`src/rtl/hazard_unit_if.sv`:
```
// Bundle between the pipeline datapath and the hazard/forwarding controller.
// The datapath (master) drives D/E stage fields; the controller (slave) returns stall/forward selects.
interface hazard_unit_if #(
    parameter int REG_W = 5,
    parameter int CNT_W = 16
);
    logic [REG_W-1:0] rsD;
    logic [REG_W-1:0] rtD;
    logic [REG_W-1:0] rsE;
    logic [REG_W-1:0] rtE;
    logic             WRITEREGE;
    logic             MEMTOREGE;
    logic [REG_W-1:0] WRITEADDRE;
    logic             STALLF;
    logic             STALLD;
    logic             FLUSHE;
    logic [1:0]       FORWARDAE;
    logic [1:0]       FORWARDBE;
    logic [CNT_W-1:0] STALLCNT;

    modport master (
        output rsD, rtD, rsE, rtE, WRITEREGE, MEMTOREGE, WRITEADDRE,
        input  STALLF, STALLD, FLUSHE, FORWARDAE, FORWARDBE, STALLCNT
    );

    modport slave (
        input  rsD, rtD, rsE, rtE, WRITEREGE, MEMTOREGE, WRITEADDRE,
        output STALLF, STALLD, FLUSHE, FORWARDAE, FORWARDBE, STALLCNT
    );
endinterface

```
`src/rtl/hazard_unit.sv`:
```
// Load-use stall and EX operand forwarding for the 5-stage pipeline, with a
// private M/W shadow of the write-back destination and a saturating stall counter.

module hazard_fwd_sel #(
    parameter int REG_W = 5
) (
    input  logic [REG_W-1:0] src,
    input  logic             wrM,
    input  logic             memM,
    input  logic [REG_W-1:0] addrM,
    input  logic             wrW,
    input  logic [REG_W-1:0] addrW,
    output logic [1:0]       fwd
);
    // A load in M has no data yet, so only ALU results forward from M.
    always_comb begin
        fwd = 2'b00;
        if (wrM && !memM && (addrM != '0) && (addrM == src))
            fwd = 2'b10;
        else if (wrW && (addrW != '0) && (addrW == src))
            fwd = 2'b01;
    end
endmodule

module hazard_unit #(
    parameter int REG_W = 5,
    parameter int CNT_W = 16
) (
    input logic         CLK,
    input logic         RST,
    hazard_unit_if.slave bus
);
    typedef struct packed {
        logic             wr;
        logic             mem;
        logic [REG_W-1:0] addr;
    } stg_t;

    typedef enum logic {RUN, BUBBLE} state_t;

    stg_t             stgM;
    logic             writeregW;
    logic [REG_W-1:0] addrW;
    state_t           state_q, state_d;
    logic             lwstall;
    logic [CNT_W-1:0] cnt;

    logic [1:0][REG_W-1:0] src;
    logic [1:0][1:0]       fwd;

    assign lwstall = bus.MEMTOREGE & bus.WRITEREGE & (bus.WRITEADDRE != '0) &
                     ((bus.WRITEADDRE == bus.rsD) | (bus.WRITEADDRE == bus.rtD));

    assign bus.STALLF = lwstall;
    assign bus.STALLD = lwstall;
    assign bus.FLUSHE = lwstall;

    always_ff @(posedge CLK or negedge RST) begin
        if (!RST) begin
            stgM      <= '0;
            writeregW <= 1'b0;
            addrW     <= '0;
        end else begin
            stgM      <= '{wr: bus.WRITEREGE, mem: bus.MEMTOREGE, addr: bus.WRITEADDRE};
            writeregW <= stgM.wr;
            addrW     <= stgM.addr;
        end
    end

    assign src[0] = bus.rsE;
    assign src[1] = bus.rtE;

    for (genvar g = 0; g < 2; g++) begin : g_fwd
        hazard_fwd_sel #(.REG_W(REG_W)) u_sel (
            .src   (src[g]),
            .wrM   (stgM.wr),
            .memM  (stgM.mem),
            .addrM (stgM.addr),
            .wrW   (writeregW),
            .addrW (addrW),
            .fwd   (fwd[g])
        );
    end

    assign bus.FORWARDAE = fwd[0];
    assign bus.FORWARDBE = fwd[1];

    always_ff @(posedge CLK or negedge RST) begin
        if (!RST) state_q <= RUN;
        else      state_q <= state_d;
    end

    always_comb begin
        state_d = state_q;
        case (state_q)
            RUN:     if (lwstall) state_d = BUBBLE;
            BUBBLE:  state_d = RUN;
            default: state_d = RUN;
        endcase
    end

    always_ff @(posedge CLK or negedge RST) begin
        if (!RST)
            cnt <= '0;
        else if (lwstall && (cnt != '1))
            cnt <= cnt + 1'b1;
    end

    assign bus.STALLCNT = cnt;

`ifndef SYNTHESIS
    // The cleared ID/EX register cannot hold a load, so a bubble never re-stalls.
    a_bubble_no_stall: assert property (@(posedge CLK) disable iff (!RST)
        !((state_q == BUBBLE) && lwstall));
`endif
endmodule

```
`src/flat_wrapper.sv`:
```
// flat-port wrapper written by rule: the top's interface ports become plain ports
module hazard_unit_flat 
#(
    parameter int REG_W = 5,
    parameter int CNT_W = 16
)
  (CLK, RST, bus_rsD, bus_rtD, bus_rsE, bus_rtE, bus_WRITEREGE, bus_MEMTOREGE, bus_WRITEADDRE, bus_STALLF, bus_STALLD, bus_FLUSHE, bus_FORWARDAE, bus_FORWARDBE, bus_STALLCNT);
  hazard_unit_if #(.REG_W(REG_W), .CNT_W(CNT_W)) bus_i ();
  input logic CLK;
  input logic RST;
  input wire logic [$bits(bus_i.rsD)-1:0] bus_rsD;
  input wire logic [$bits(bus_i.rtD)-1:0] bus_rtD;
  input wire logic [$bits(bus_i.rsE)-1:0] bus_rsE;
  input wire logic [$bits(bus_i.rtE)-1:0] bus_rtE;
  input wire logic [$bits(bus_i.WRITEREGE)-1:0] bus_WRITEREGE;
  input wire logic [$bits(bus_i.MEMTOREGE)-1:0] bus_MEMTOREGE;
  input wire logic [$bits(bus_i.WRITEADDRE)-1:0] bus_WRITEADDRE;
  output wire logic [$bits(bus_i.STALLF)-1:0] bus_STALLF;
  output wire logic [$bits(bus_i.STALLD)-1:0] bus_STALLD;
  output wire logic [$bits(bus_i.FLUSHE)-1:0] bus_FLUSHE;
  output wire logic [$bits(bus_i.FORWARDAE)-1:0] bus_FORWARDAE;
  output wire logic [$bits(bus_i.FORWARDBE)-1:0] bus_FORWARDBE;
  output wire logic [$bits(bus_i.STALLCNT)-1:0] bus_STALLCNT;
  assign bus_i.rsD = bus_rsD;
  assign bus_i.rtD = bus_rtD;
  assign bus_i.rsE = bus_rsE;
  assign bus_i.rtE = bus_rtE;
  assign bus_i.WRITEREGE = bus_WRITEREGE;
  assign bus_i.MEMTOREGE = bus_MEMTOREGE;
  assign bus_i.WRITEADDRE = bus_WRITEADDRE;
  assign bus_STALLF = bus_i.STALLF;
  assign bus_STALLD = bus_i.STALLD;
  assign bus_FLUSHE = bus_i.FLUSHE;
  assign bus_FORWARDAE = bus_i.FORWARDAE;
  assign bus_FORWARDBE = bus_i.FORWARDBE;
  assign bus_STALLCNT = bus_i.STALLCNT;
  hazard_unit #(.REG_W(REG_W), .CNT_W(CNT_W)) u_core (.CLK(CLK), .RST(RST), .bus(bus_i));
endmodule
```
`config.mk`:
```
export PLATFORM = sky130hd
export DESIGN_NAME = hazard_unit_flat
export DESIGN_NICKNAME = d
export VERILOG_FILES = /design/src/rtl/hazard_unit_if.sv /design/src/rtl/hazard_unit.sv /design/src/flat_wrapper.sv
export SDC_FILE = /design/constraint.sdc
export NUM_CORES = 1
export LEC_CHECK = 0
export BUFFER_PORTS_ARGS = -buffer_cell sky130_fd_sc_hd__buf_2
export CORE_ASPECT_RATIO = 1.25
export CORE_MARGIN = 2
export CORE_UTILIZATION = 50
export DETAILED_ROUTE_END_ITERATION = 6
export GPL_ROUTABILITY_DRIVEN = 0
export PLACE_DENSITY = 0.86
export SLEW_MARGIN = 15
export SYNTH_ARGS = -nofsm -noshare
export SYNTH_HDL_FRONTEND = slang
export SYNTH_SLANG_ARGS = --single-unit
```
`constraint.sdc`:
```
create_clock -name CLK -period 3.6 [get_ports CLK]
set_input_delay 0.72 -clock CLK [delete_from_list [all_inputs] [get_ports CLK]]
set_output_delay 0.72 -clock CLK [all_outputs]
set_load 0.005 [all_outputs]
```
==> impl_metrics.ini <==
[timing]
worst_pin_slew_ns = 0.7222
post-route-period-util = 0.7832
hold_ws_ns = 0.3818
finalSetupViolations = 0
relSlewSlack = 0.5169
finalHoldViolations = 0
rsz0062_at_grt = no
final-max-slew-violation-count = 0
fin_worst_skew_ns = 0.006826
fin_setup_tns_ns = 0
max_freq_mhz = 354.7
min_period_ns = 2.820

[cts]
clock_path_buffers = 2
postCtsHoldBufs = 0
clkTransAtPathRegs_ns = 0.09
clock_latency_ns = 0.32
cts_resized = 0
root_buffer = clkbuf_4
cts-buffers-inserted = 5
cts_tree = yes
postCtsSetupBuffers = 0
cts_sinks = 29
htreeDepth = 2

[floorplan]
core_um2 = 2973
placementRows = 22
die_y_um = 66.91
dieArea_um2 = 3635
io-pin-count = 52
initial_core_util = 0.5324
die_w_um = 54.33

[synthesis]
synth_top_area_cell = dfrtp_1
syn_area_um2 = 1583
synth_seq_cells = 29
syn_inst = 140
yosysWarnings = 0
synthFlopType = dfrtp_1
yosys-top-cells-count = 38 x xor2_1, 29 x dfrtp_1, 10 x nand3_1, 10 x nor3_1, 7 x xnor2_1
synth_cell_types = 28
synth_edf_count = 0
synth_top_area_frac = 0.4585
synth_nets = 170
postSynthAreaPerCell_um2 = 11.31
synth_area_leaders = dfrtp_1 46%, xor2_1 21%, xnor2_1 3.9%, nand3_1 3.2%, nor3_1 3.2%
synth-async-reset-ratio = 1.000
yosysMostFrequentCell = xor2_1
seq_area_frac_synth = 0.4585

[cells_and_area]
antennaDiodeCount = 0
nNetsFinal = 224
syn2layout_area_growth_pct = 20.79
drive_above_1_share = 0.3436
final_util = 0.6431

[critical_path]
critPathMaxFanout = 4
worstPathRequired_ns = 2.88
critPathKind = reg2out
end_kind = output pin
start_kind = flop
critical_path_arrival_ns = 2.10

[routing]
viasPerCell = 5.268
drc = 0
wl_um = 3061
dr.first_iter.drc_count = 16
dr.pass1.iters = 4
routedWlPerCell_um = 13.25
detail-route-antenna-nets = 0
via_count = 1217

[grt]
grt_pass1_vias = 1153
antenna_found_initial = 0
grt_usage = 0.1842
gr-total-overflow = 0
grt_pass1_wl_um = 4823
grt_max_degree = 30

[run]
maxCapViolCount = 0

[placement]
io_buffers = 51
hpwlAfterDp_um = 2433

[power_and_ir_drop]
ir_worst_vdd_uv = 311.4
power_w = 0.0006962
power_leakage_nw = 0.9740
power_density_nw_per_um2 = 364.1

[run_status]
status = completed

[worst_hold_path]
min_path_type = reg2reg
-- cell families (layout without fill, tap and decap cells) --
logic type                 count (synthesis)  after routing  synth area share
DFF                                       29             29            0.4585
and+or+nand+nor                           55             55            0.2040
xor gates and xnor gates                  45             45            0.2490
muxes                                      1              1          0.009483
buffers and inverters                      4             59           0.02608
adders and majority gates                  1              1          0.007904
AOI/OAI and AO/OA                          5              5           0.04506
-- path summary, 6_finish.rpt --
path                                              from                       to  slack [ns]  cells after the start
worst max-delay path                    u_core.stgM[1]         bus_FORWARDAE[0]        0.78                      5
worst min-delay path                    u_core.stgM[6]         u_core.writeregW        0.38                      0
worst max register to register  u_core.bus.STALLCNT[0]   u_core.bus.STALLCNT[1]        1.46                      5
worst min register to register          u_core.stgM[6]         u_core.writeregW        0.38                      0
max in group asynchronous                          RST          u_core.addrW[1]        2.79                      1
min in group asynchronous                          RST  u_core.bus.STALLCNT[12]        0.40                      1
-- stage by stage --
stage | cells | setup slack [ns] | cell area [um^2]
6_report | 231 | 0.7805 | 1912
5_1_grt | 231 | 0.6481 | 1912
4_1_cts | 231 | 0.7711 | 1912
3_5_place_dp | 223 | 0.8554 | 1842
3_3_place_gp | 223 | 0.8907 | 1842
2_1_floorplan | 140 | 1.166 | 1583
-- cells in the final DEF, fill, tap and decap left out, drive strengths merged, types with 3 or more instances in the layout --
| cell type | Yosys | layout |
|---|---|---|
| buf | 4 | 51 |
| clkbuf | 0 | 7 |
| dfrtp | 29 | 29 |
| nand2 | 5 | 5 |
| nand3 | 10 | 10 |
| nand4 | 4 | 4 |
| nor2 | 6 | 6 |
| nor3 | 11 | 11 |
| nor3b | 3 | 3 |
| nor4 | 6 | 6 |
| or4 | 4 | 4 |
| xnor2 | 7 | 7 |
| xor2 | 38 | 38 |
-- layer usage --
metal	track usage	routed length (um)	share of wire
met5	0	0	0
met3	0.06054	196	0.064
met4	0.05625	15	0.0049
met1	0.2038	1216	0.40
met2	0.3238	1632	0.53
-- state kept, by name, summed over array words and instances, names as in the netlist --
register,count
u_core.addrW,5
u_core.writeregW,1
u_core.stgM,7
u_core.bus.STALLCNT,16
-- layout make-up --
type,count,area (um^2)
Clock inverter,1,5.005
Timing Repair Buffer,51,255.2
Fill cell,246,1061
Tap cell,36,45.04
Multi-Input combinational cell,107,815.8
Clock buffer,7,65.06
Sequential cell,29,725.7
-- worst max-delay path: stages, from the launching register on --
cell and delay (ns):
dfrtp_1 0.44, or4_1 0.52, o21ai_0 0.26, nor4_1 0.13, nor4_1 0.29, buf_2 0.16
-- power by group --
part	internal (W)	switching (W)
logic	0.0000561	0.0000509
clock network	0.000113	0.000105
registers	0.000345	0.0000260
total	0.000514	0.000182
Note: power is estimated with default switching activity, not from simulation.
